## src/rtl/alu_result_tx_if.sv

```systemverilog
// alu_result_tx_if: capture request, ALU outputs and serial status signals
// exchanged between an ALU-side driver and the alu_result_tx serializer.
interface alu_result_tx_if #(
  parameter int NB_DATA = 8
);
  logic               send;
  logic [NB_DATA-1:0] result;
  logic               overflow;
  logic               zero;
  logic               tx;
  logic               busy;
  logic               done;

  modport master (
    output send, result, overflow, zero,
    input  tx, busy, done
  );

  modport slave (
    input  send, result, overflow, zero,
    output tx, busy, done
  );
endinterface

```

## src/rtl/alu_result_tx.sv

```systemverilog
// alu_result_tx: captures an ALU result plus its overflow/zero flags and
// sends them as two back-to-back UART-style frames (result word, then a flag
// word with zero at bit 0 and overflow at bit 1).
// Optional feature: define ALU_RESULT_TX_PARITY_EN to insert an even-parity
// bit between the last data bit and the stop bit of every frame.
module alu_result_tx #(
  parameter int NB_DATA      = 8,
  parameter int CLKS_PER_BIT = 10417
) (
  input  logic           I_clk,
  input  logic           I_reset_n,
  alu_result_tx_if.slave bus
);

  localparam int CW = $clog2(CLKS_PER_BIT);
  localparam int BW = $clog2(NB_DATA);
  localparam logic [CW-1:0] CNT_RELOAD = CW'(CLKS_PER_BIT - 1);
  localparam logic [CW-1:0] CNT_ONE    = CW'(1);
  localparam logic [BW-1:0] BIT_LAST   = BW'(NB_DATA - 1);
  localparam logic [BW-1:0] BIT_ONE    = BW'(1);

`ifdef ALU_RESULT_TX_PARITY_EN
  typedef enum logic [2:0] {IDLE, START, DATA, PARITY, STOP} state_t;
`else
  typedef enum logic [2:0] {IDLE, START, DATA, STOP} state_t;
`endif

  state_t             state_q, state_d;
  logic [CW-1:0]      cnt_q, cnt_d;
  logic [BW-1:0]      bit_q, bit_d;
  logic               word_q, word_d;
  logic               tx_q, tx_d;
  logic               busy_q, busy_d;
  logic               done_q, done_d;
  logic               capture;
  logic [NB_DATA-1:0] res_q;
  logic               ovf_q;
  logic               zero_q;
  logic [NB_DATA-1:0] flag_word;
  logic [NB_DATA-1:0] cur_word;

  // Select the word being serialized: captured result first, then the flags.
  always_comb begin
    flag_word    = '0;
    flag_word[0] = zero_q;
    flag_word[1] = ovf_q;
    cur_word     = word_q ? flag_word : res_q;
  end

  // Next-state logic; tx/busy/done are computed one cycle ahead so that the
  // registered outputs line up with the state being entered.
  always_comb begin
    state_d = state_q;
    cnt_d   = cnt_q;
    bit_d   = bit_q;
    word_d  = word_q;
    tx_d    = tx_q;
    busy_d  = busy_q;
    done_d  = 1'b0;
    capture = 1'b0;
    case (state_q)
      IDLE: begin
        tx_d   = 1'b1;
        busy_d = 1'b0;
        if (bus.send) begin
          capture = 1'b1;
          state_d = START;
          cnt_d   = CNT_RELOAD;
          bit_d   = '0;
          word_d  = 1'b0;
          tx_d    = 1'b0;
          busy_d  = 1'b1;
        end
      end
      START: begin
        if (cnt_q == '0) begin
          state_d = DATA;
          cnt_d   = CNT_RELOAD;
          bit_d   = '0;
          tx_d    = cur_word[0];
        end else begin
          cnt_d = cnt_q - CNT_ONE;
        end
      end
      DATA: begin
        if (cnt_q == '0) begin
          cnt_d = CNT_RELOAD;
          if (bit_q == BIT_LAST) begin
`ifdef ALU_RESULT_TX_PARITY_EN
            state_d = PARITY;
            tx_d    = ^cur_word;
`else
            state_d = STOP;
            tx_d    = 1'b1;
`endif
          end else begin
            bit_d = bit_q + BIT_ONE;
            tx_d  = cur_word[bit_q + BIT_ONE];
          end
        end else begin
          cnt_d = cnt_q - CNT_ONE;
        end
      end
`ifdef ALU_RESULT_TX_PARITY_EN
      PARITY: begin
        if (cnt_q == '0) begin
          state_d = STOP;
          cnt_d   = CNT_RELOAD;
          tx_d    = 1'b1;
        end else begin
          cnt_d = cnt_q - CNT_ONE;
        end
      end
`endif
      STOP: begin
        if (cnt_q == '0) begin
          if (!word_q) begin
            state_d = START;
            cnt_d   = CNT_RELOAD;
            word_d  = 1'b1;
            tx_d    = 1'b0;
          end else begin
            state_d = IDLE;
            cnt_d   = '0;
            bit_d   = '0;
            word_d  = 1'b0;
            tx_d    = 1'b1;
            busy_d  = 1'b0;
            done_d  = 1'b1;
          end
        end else begin
          cnt_d = cnt_q - CNT_ONE;
        end
      end
      default: begin
        state_d = IDLE;
        cnt_d   = '0;
        bit_d   = '0;
        word_d  = 1'b0;
        tx_d    = 1'b1;
        busy_d  = 1'b0;
      end
    endcase
  end

  // State, counters and registered line outputs.
  always_ff @(posedge I_clk or negedge I_reset_n) begin
    if (!I_reset_n) begin
      state_q <= IDLE;
      cnt_q   <= '0;
      bit_q   <= '0;
      word_q  <= 1'b0;
      tx_q    <= 1'b1;
      busy_q  <= 1'b0;
      done_q  <= 1'b0;
    end else begin
      state_q <= state_d;
      cnt_q   <= cnt_d;
      bit_q   <= bit_d;
      word_q  <= word_d;
      tx_q    <= tx_d;
      busy_q  <= busy_d;
      done_q  <= done_d;
    end
  end

  // Snapshot of the ALU outputs, taken only when a transfer is accepted.
  always_ff @(posedge I_clk or negedge I_reset_n) begin
    if (!I_reset_n) begin
      res_q  <= '0;
      ovf_q  <= 1'b0;
      zero_q <= 1'b0;
    end else if (capture) begin
      res_q  <= bus.result;
      ovf_q  <= bus.overflow;
      zero_q <= bus.zero;
    end
  end

  assign bus.tx   = tx_q;
  assign bus.busy = busy_q;
  assign bus.done = done_q;

endmodule

```

## src/flat_wrapper.sv

```systemverilog
// flat-port wrapper written by rule: the top's interface ports become plain ports
module alu_result_tx_flat 
#(
  parameter int NB_DATA      = 8,
  parameter int CLKS_PER_BIT = 10417
)
  (I_clk, I_reset_n, bus_send, bus_result, bus_overflow, bus_zero, bus_tx, bus_busy, bus_done);
  alu_result_tx_if #(.NB_DATA(NB_DATA)) bus_i ();
  input  logic I_clk;
  input  logic I_reset_n;
  input wire logic [$bits(bus_i.send)-1:0] bus_send;
  input wire logic [$bits(bus_i.result)-1:0] bus_result;
  input wire logic [$bits(bus_i.overflow)-1:0] bus_overflow;
  input wire logic [$bits(bus_i.zero)-1:0] bus_zero;
  output wire logic [$bits(bus_i.tx)-1:0] bus_tx;
  output wire logic [$bits(bus_i.busy)-1:0] bus_busy;
  output wire logic [$bits(bus_i.done)-1:0] bus_done;
  assign bus_i.send = bus_send;
  assign bus_i.result = bus_result;
  assign bus_i.overflow = bus_overflow;
  assign bus_i.zero = bus_zero;
  assign bus_tx = bus_i.tx;
  assign bus_busy = bus_i.busy;
  assign bus_done = bus_i.done;
  alu_result_tx #(.NB_DATA(NB_DATA), .CLKS_PER_BIT(CLKS_PER_BIT)) u_core (.I_clk(I_clk), .I_reset_n(I_reset_n), .bus(bus_i));
endmodule
```

## config.mk

```make
export PLATFORM = sky130hd
export DESIGN_NAME = alu_result_tx_flat
export DESIGN_NICKNAME = d
export VERILOG_FILES = /design/src/rtl/alu_result_tx_if.sv /design/src/rtl/alu_result_tx.sv /design/src/flat_wrapper.sv
export SDC_FILE = /design/constraint.sdc
export NUM_CORES = 1
export LEC_CHECK = 0
export CAP_MARGIN = 20
export CORE_ASPECT_RATIO = 0.6
export CORE_MARGIN = 5
export CORE_UTILIZATION = 55
export CTS_CLUSTER_SIZE = 12
export DETAILED_ROUTE_END_ITERATION = 12
export GPL_TIMING_DRIVEN = 0
export PLACE_DENSITY = 0.84
export SYNTH_ARGS = -nofsm -noshare
export SYNTH_HDL_FRONTEND = slang
export SYNTH_SLANG_ARGS = --single-unit
```

## constraint.sdc

```tcl
create_clock -name I_clk -period 2.8 [get_ports I_clk]
set_input_delay 0.84 -clock I_clk [delete_from_list [all_inputs] [get_ports I_clk]]
set_output_delay 0.84 -clock I_clk [all_outputs]
set_load 0.005 [all_outputs]
```

### After elaboration in Yosys (flattened, before gate mapping)

Index checks and enable logic that the tools add are counted.
W data, S select, Z words.

* output and inout port bits: 3
* input bits: 13
* flip-flop bits (word level): 34
* logic and storage cells: 73

* $lt $le $gt $ge: 1
* add/subtract/negate cells: 2
* reductions and logical operators: 8
* bitwise operators: 1
* mux-type cells: 40
* equal/unequal tests: 11

Operators with widths (count)
* $mux W14: 4
* $pmux W14 S3: 1
* $mux W3: 11
* $pmux W3 S4: 2
* $mux W1: 17
* $logic_not A14 Y1: 1
* $sub A14 B1 Y14 const B: 1
* $ne A2 B1 Y1 const B: 5
* $reduce_and A3 Y1: 3
* $mux W8: 1
* $eq A3 B2 Y1 const B: 2
* $pmux W1 S3: 2
* $reduce_and A6 Y1: 1
* $reduce_and A5 Y1: 1
* $lt A3 B4 Y1 const B: 1
* $ne A2 B2 Y1 const B: 2
* $pmux W1 S4: 1
* $add A3 B1 Y3 const B: 1
* $bmux W1 S3: 1
* $eq A3 B1 Y1 const B: 1
* $eq A3 B3 Y1 const B: 1
* $logic_not A3 Y1: 1
* $reduce_or A2 Y1: 1
* $not A1 Y1: 1

### Longest topological paths before layout

* depth after elaboration: 6
* depth in mapped cells: 8
* depth with buffers taken out: 7

### Least setup slack after synthesis

Ideal clock, no wire load.

* path kind: register to register
* start: register u_core.cnt_q[0]
* end: register u_core.bit_q[1]
* arrival time: 1.869 ns
* path slack: 0.805 ns
* required time: 2.674 ns
* clock period less this slack: 1.995 ns
* cell stages (with the launch flop): 9
* library setup time: 0.126 ns
* buffers on the path: 1
* cell sequence: dfrtp_1 > inv_1 > ha_1 > nor3b_1 > and4_1 > buf_4 > o21ai_2 > and2_0 > a311o_1

* longest elaborated chain between the ends: 3
* elaborated cells between the ends (all ways): 5
* classes of those cells: 3 x eq/ne; 2 x reduce/logical

RTL lines
* from (decl): line alu_result_tx.sv:29 `logic [CW-1:0] cnt_q, cnt_d;`
* from (signal assigned): line alu_result_tx.sv:158 `cnt_q <= cnt_d;`
* $logic_not A14 Y1 (*): line alu_result_tx.sv:76, alu_result_tx.sv:86, alu_result_tx.sv:116
* $ne A2 B1 Y1 (no source line)
* $reduce_and A6 Y1 (no source line) (*)
* to (signal assigned): line alu_result_tx.sv:159 `bit_q <= bit_d;`
* to (decl): line alu_result_tx.sv:30 `logic [BW-1:0] bit_q, bit_d;`

Mark *: on every way between the ends. The rest lies on a longest branch, timed or not.
A chain may end at the register's enable or synchronous reset.

### Worst setup path after layout

* start: register u_core.cnt_q[0]
* end: register u_core.cnt_q[7]

* longest elaborated chain between the ends: 3
* elaborated cells between the ends (all ways): 5
* classes of those cells: 1 x add/sub; 3 x mux; 1 x reduce/logical

RTL lines
* $sub A14 B1 Y14 / $logic_not A14 Y1 (equally long branches)
* $mux W14 (on tied branches): line alu_result_tx.sv:116, alu_result_tx.sv:76, alu_result_tx.sv:86
* $pmux W14 S3 (*): line alu_result_tx.sv:61 `case (state_q)`

Marks and branches as above.

==> flow_summary.json <==
{
  "cts.reportedPaths.clkPinSlew_ps": 70,
  "postSynthAreaPerCell_sq_um": 10.5,
  "fp.coreArea_sq_um": 3260,
  "grt_util_all_layers": 0.205,
  "synth_largest_area_cell": "dfrtp_1",
  "post_cts_resize_count": 0,
  "layout.cells.most_common": "dfrtp_1",
  "timing.slew.headroom": 0.513,
  "detail_route.vias_per_cell": 6.19,
  "drt_first_pass_iters": 4,
  "antenna_found_initial": 0,
  "final_count_of_hold_timing_violations": 0,
  "drt-wirelength-per-cell_um": 18.1,
  "final_critical_path_setup_slack_ps": 253,
  "layout.nets": 222,
  "critPathMaxFanout": 9,
  "gp_routability_congestion": 0.821,
  "final_layout_size_suffix_gt1_frac": 0.153,
  "synth_cells": 179,
  "post_synth_main_area_contributors": "dfrtp_1, mux2_2, ha_1",
  "cp.required_ps": 2980,
  "mostFrequentLayoutCells": "dfrtp_1, nor2_1, clkdlybuf4s50_1, mux2_2",
  "timing.setup.critical_path_class": "reg -> reg",
  "run_status": "finished clean",
  "number_of_placed_i_o_pins": 16,
  "synth-main-ff-cell": "dfrtp_1",
  "cts_sinks": 33,
  "timing.final.setup_violations": 0,
  "die_h_um": 55.3,
  "synth_seq_area_share": 0.441,
  "num_vias": 1528,
  "rsz_0062_raised_after_global_routing": "false",
  "preCtsSetupSlack_ps": 236,
  "ys_types": 49,
  "detailedRoute.firstIterationViolations": 156,
  "cts-htree-levels": 2,
  "critPathCaptureType": "register",
  "synthesis.yosys.warnings": 0,
  "antenna_cells_inserted": 0,
  "total_power_uw": 968,
  "synth_edf_count": 0,
  "setup_tns_ps": 0,
  "startpoint_type": "register",
  "route.detailed.drc": 0,
  "worst_slew_pin_slew_ps": 730,
  "cellLeakagePower_nw": 0.991,
  "min-delay-path-class": "reg -> reg",
  "drt.antenna.violating_nets": 0,
  "tritoncts_clock_tree": "built",
  "largest_net_degree_at_the_start_of_global_routing": 34,
  "routed_wl_um": 4460,
  "post_cts_hold_buffer_count": 0,
  "fin_skew_ps": 2.57,
  "synth_fp_nets": 200,
  "cell_area_after_synthesis_sq_um": 1880,
  "pwr_density_cell_nw_per_um2": 441,
  "dpl.hpwl_um": 3320,
  "yosys_register_bits": 33,
  "ir_drop_v": 0.000273,
  "globalRoute.totalOverflow": 0,
  "first_global_vias": 1534,
  "grt_pass1_wl_um": 7620,
  "cts_buffers": 5,
  "share_of_async_settable_or_async_resettable_flops_after_synthesis": 1.00,
  "area.growth.synth_to_final_pct": 16.9,
  "row_count": 16,
  "clock_network_latency_to_the_later_pin_of_the_worst_skew_pair_ps": 290,
  "cp_data_arrival_time_ps": 2720,
  "post_cts_buffers": 0,
  "start_util": 0.575,
  "ctsRootBufferMaster": "clkbuf_8",
  "maxSlewViolCount": 0,
  "yosys.area.top_type_share": 0.427,
  "die_x_um": 85.4,
  "finalCriticalPeriod_ps": 2550,
  "fmax_mhz": 393,
  "cap_viol_max_count": 0,
  "share_of_the_clock_period_used_by_the_worst_path_after_layout": 0.910,
  "port_buffers": 15,
  "die_area_sq_um": 4720,
  "clock_tree.buffer_depth": 2
}
-- metal layers --
| layer | wire length, um | vias up | share of wire | global-route usage |
|---|---|---|---|---|
| li1 | - | 701 | - | - |
| met3 | 374 | 11 | 0.084 | 0.0669 |
| met5 | 0 | - | 0 | 0 |
| met4 | 48 | 0 | 0.011 | 0.0632 |
| met1 | 2030 | 740 | 0.46 | 0.287 |
| met2 | 2010 | 76 | 0.45 | 0.301 |
-- cell type report --
| class | instances | area (sq um) |
|---|---|---|
| flip-flops and latches | 33 | 827 |
| well taps | 45 | 56.3 |
| repair buffers | 15 | 145 |
| multi-input cells | 131 | 982 |
| fillers | 244 | 1070 |
| plain buffers | 7 | 37.5 |
| clock buffers | 7 | 86.3 |
| inverters | 8 | 30.0 |
| clock inverters | 1 | 30.0 |
-- sequential cells by signal (all words and copies together), names as in the netlist --
register and count:
u_core.zero_q 1, u_core.bus.tx 1, u_core.res_q 8, u_core.bit_q 3
u_core.state_q 2, u_core.ovf_q 1, u_core.bus.done 1, u_core.bus.busy 1
u_core.word_q 1, u_core.cnt_q 14
-- cells by family after synthesis --
family | share of synthesized area
multiplexers | 0.104
AO/OA/AOI/OAI | 0.121
XOR/XNOR | 0.0280
AND/OR/NAND/NOR | 0.217
adder cells (fa/ha/maj) | 0.0533
flip-flops | 0.441
buffers and inverters | 0.0360
-- power by group --
group / switching, mW / total (mW) / internal [mW] / leakage (nW)
Sequential: 0 / 0.477 / 0.477 / 0.401
Combinational: 0.0115 / 0.0257 / 0.0142 / 0.531
Clock: 0.175 / 0.465 / 0.290 / 0.0585
-- stage by stage --
stage,hold slack (ps),std cells,util,instance area (sq um)
floorplan,474,179,-,1880
global placement,485,239,0.638,2080
detailed placement,496,239,0.637,2080
CTS,511,247,0.673,2190
global route,528,247,0.673,2190
finish,508,247,0.673,2190
-- critical path: stages, from the launching register on --
cell and delay (ps):
dfrtp_1 420, inv_1 80, ha_1 180, nor3b_1 600, and4_1 300, buf_4 170, a311o_1 340, a31oi_1 100
o22a_2 240
-- cells in the mapped netlist, types with 4 or more instances --
master   number
nor3_1        7
nor2_1       15
inv_1         8
dfrtp_1      32
o21ai_0       4
nand2_1       9
a31oi_1       4
ha_1          8
or4_1         5
mux2i_1       6
a21oi_1       9
mux2_2       10
-- worst paths after layout --
check | depth (start not counted) | endpoint | from | slack, ps
worst max register to register | 8 | u_core.cnt_q[7] | u_core.cnt_q[0] | 250
worst min register to register | 1 | u_core.res_q[5] | u_core.res_q[5] | 510
max in group asynchronous | 1 | u_core.cnt_q[5] | I_reset_n | 1720
worst min-delay path | 1 | u_core.res_q[5] | u_core.res_q[5] | 510
worst max-delay path | 8 | u_core.cnt_q[7] | u_core.cnt_q[0] | 250
min in group asynchronous | 1 | u_core.res_q[3] | I_reset_n | 610
Power figures use the tool's default switching activity.
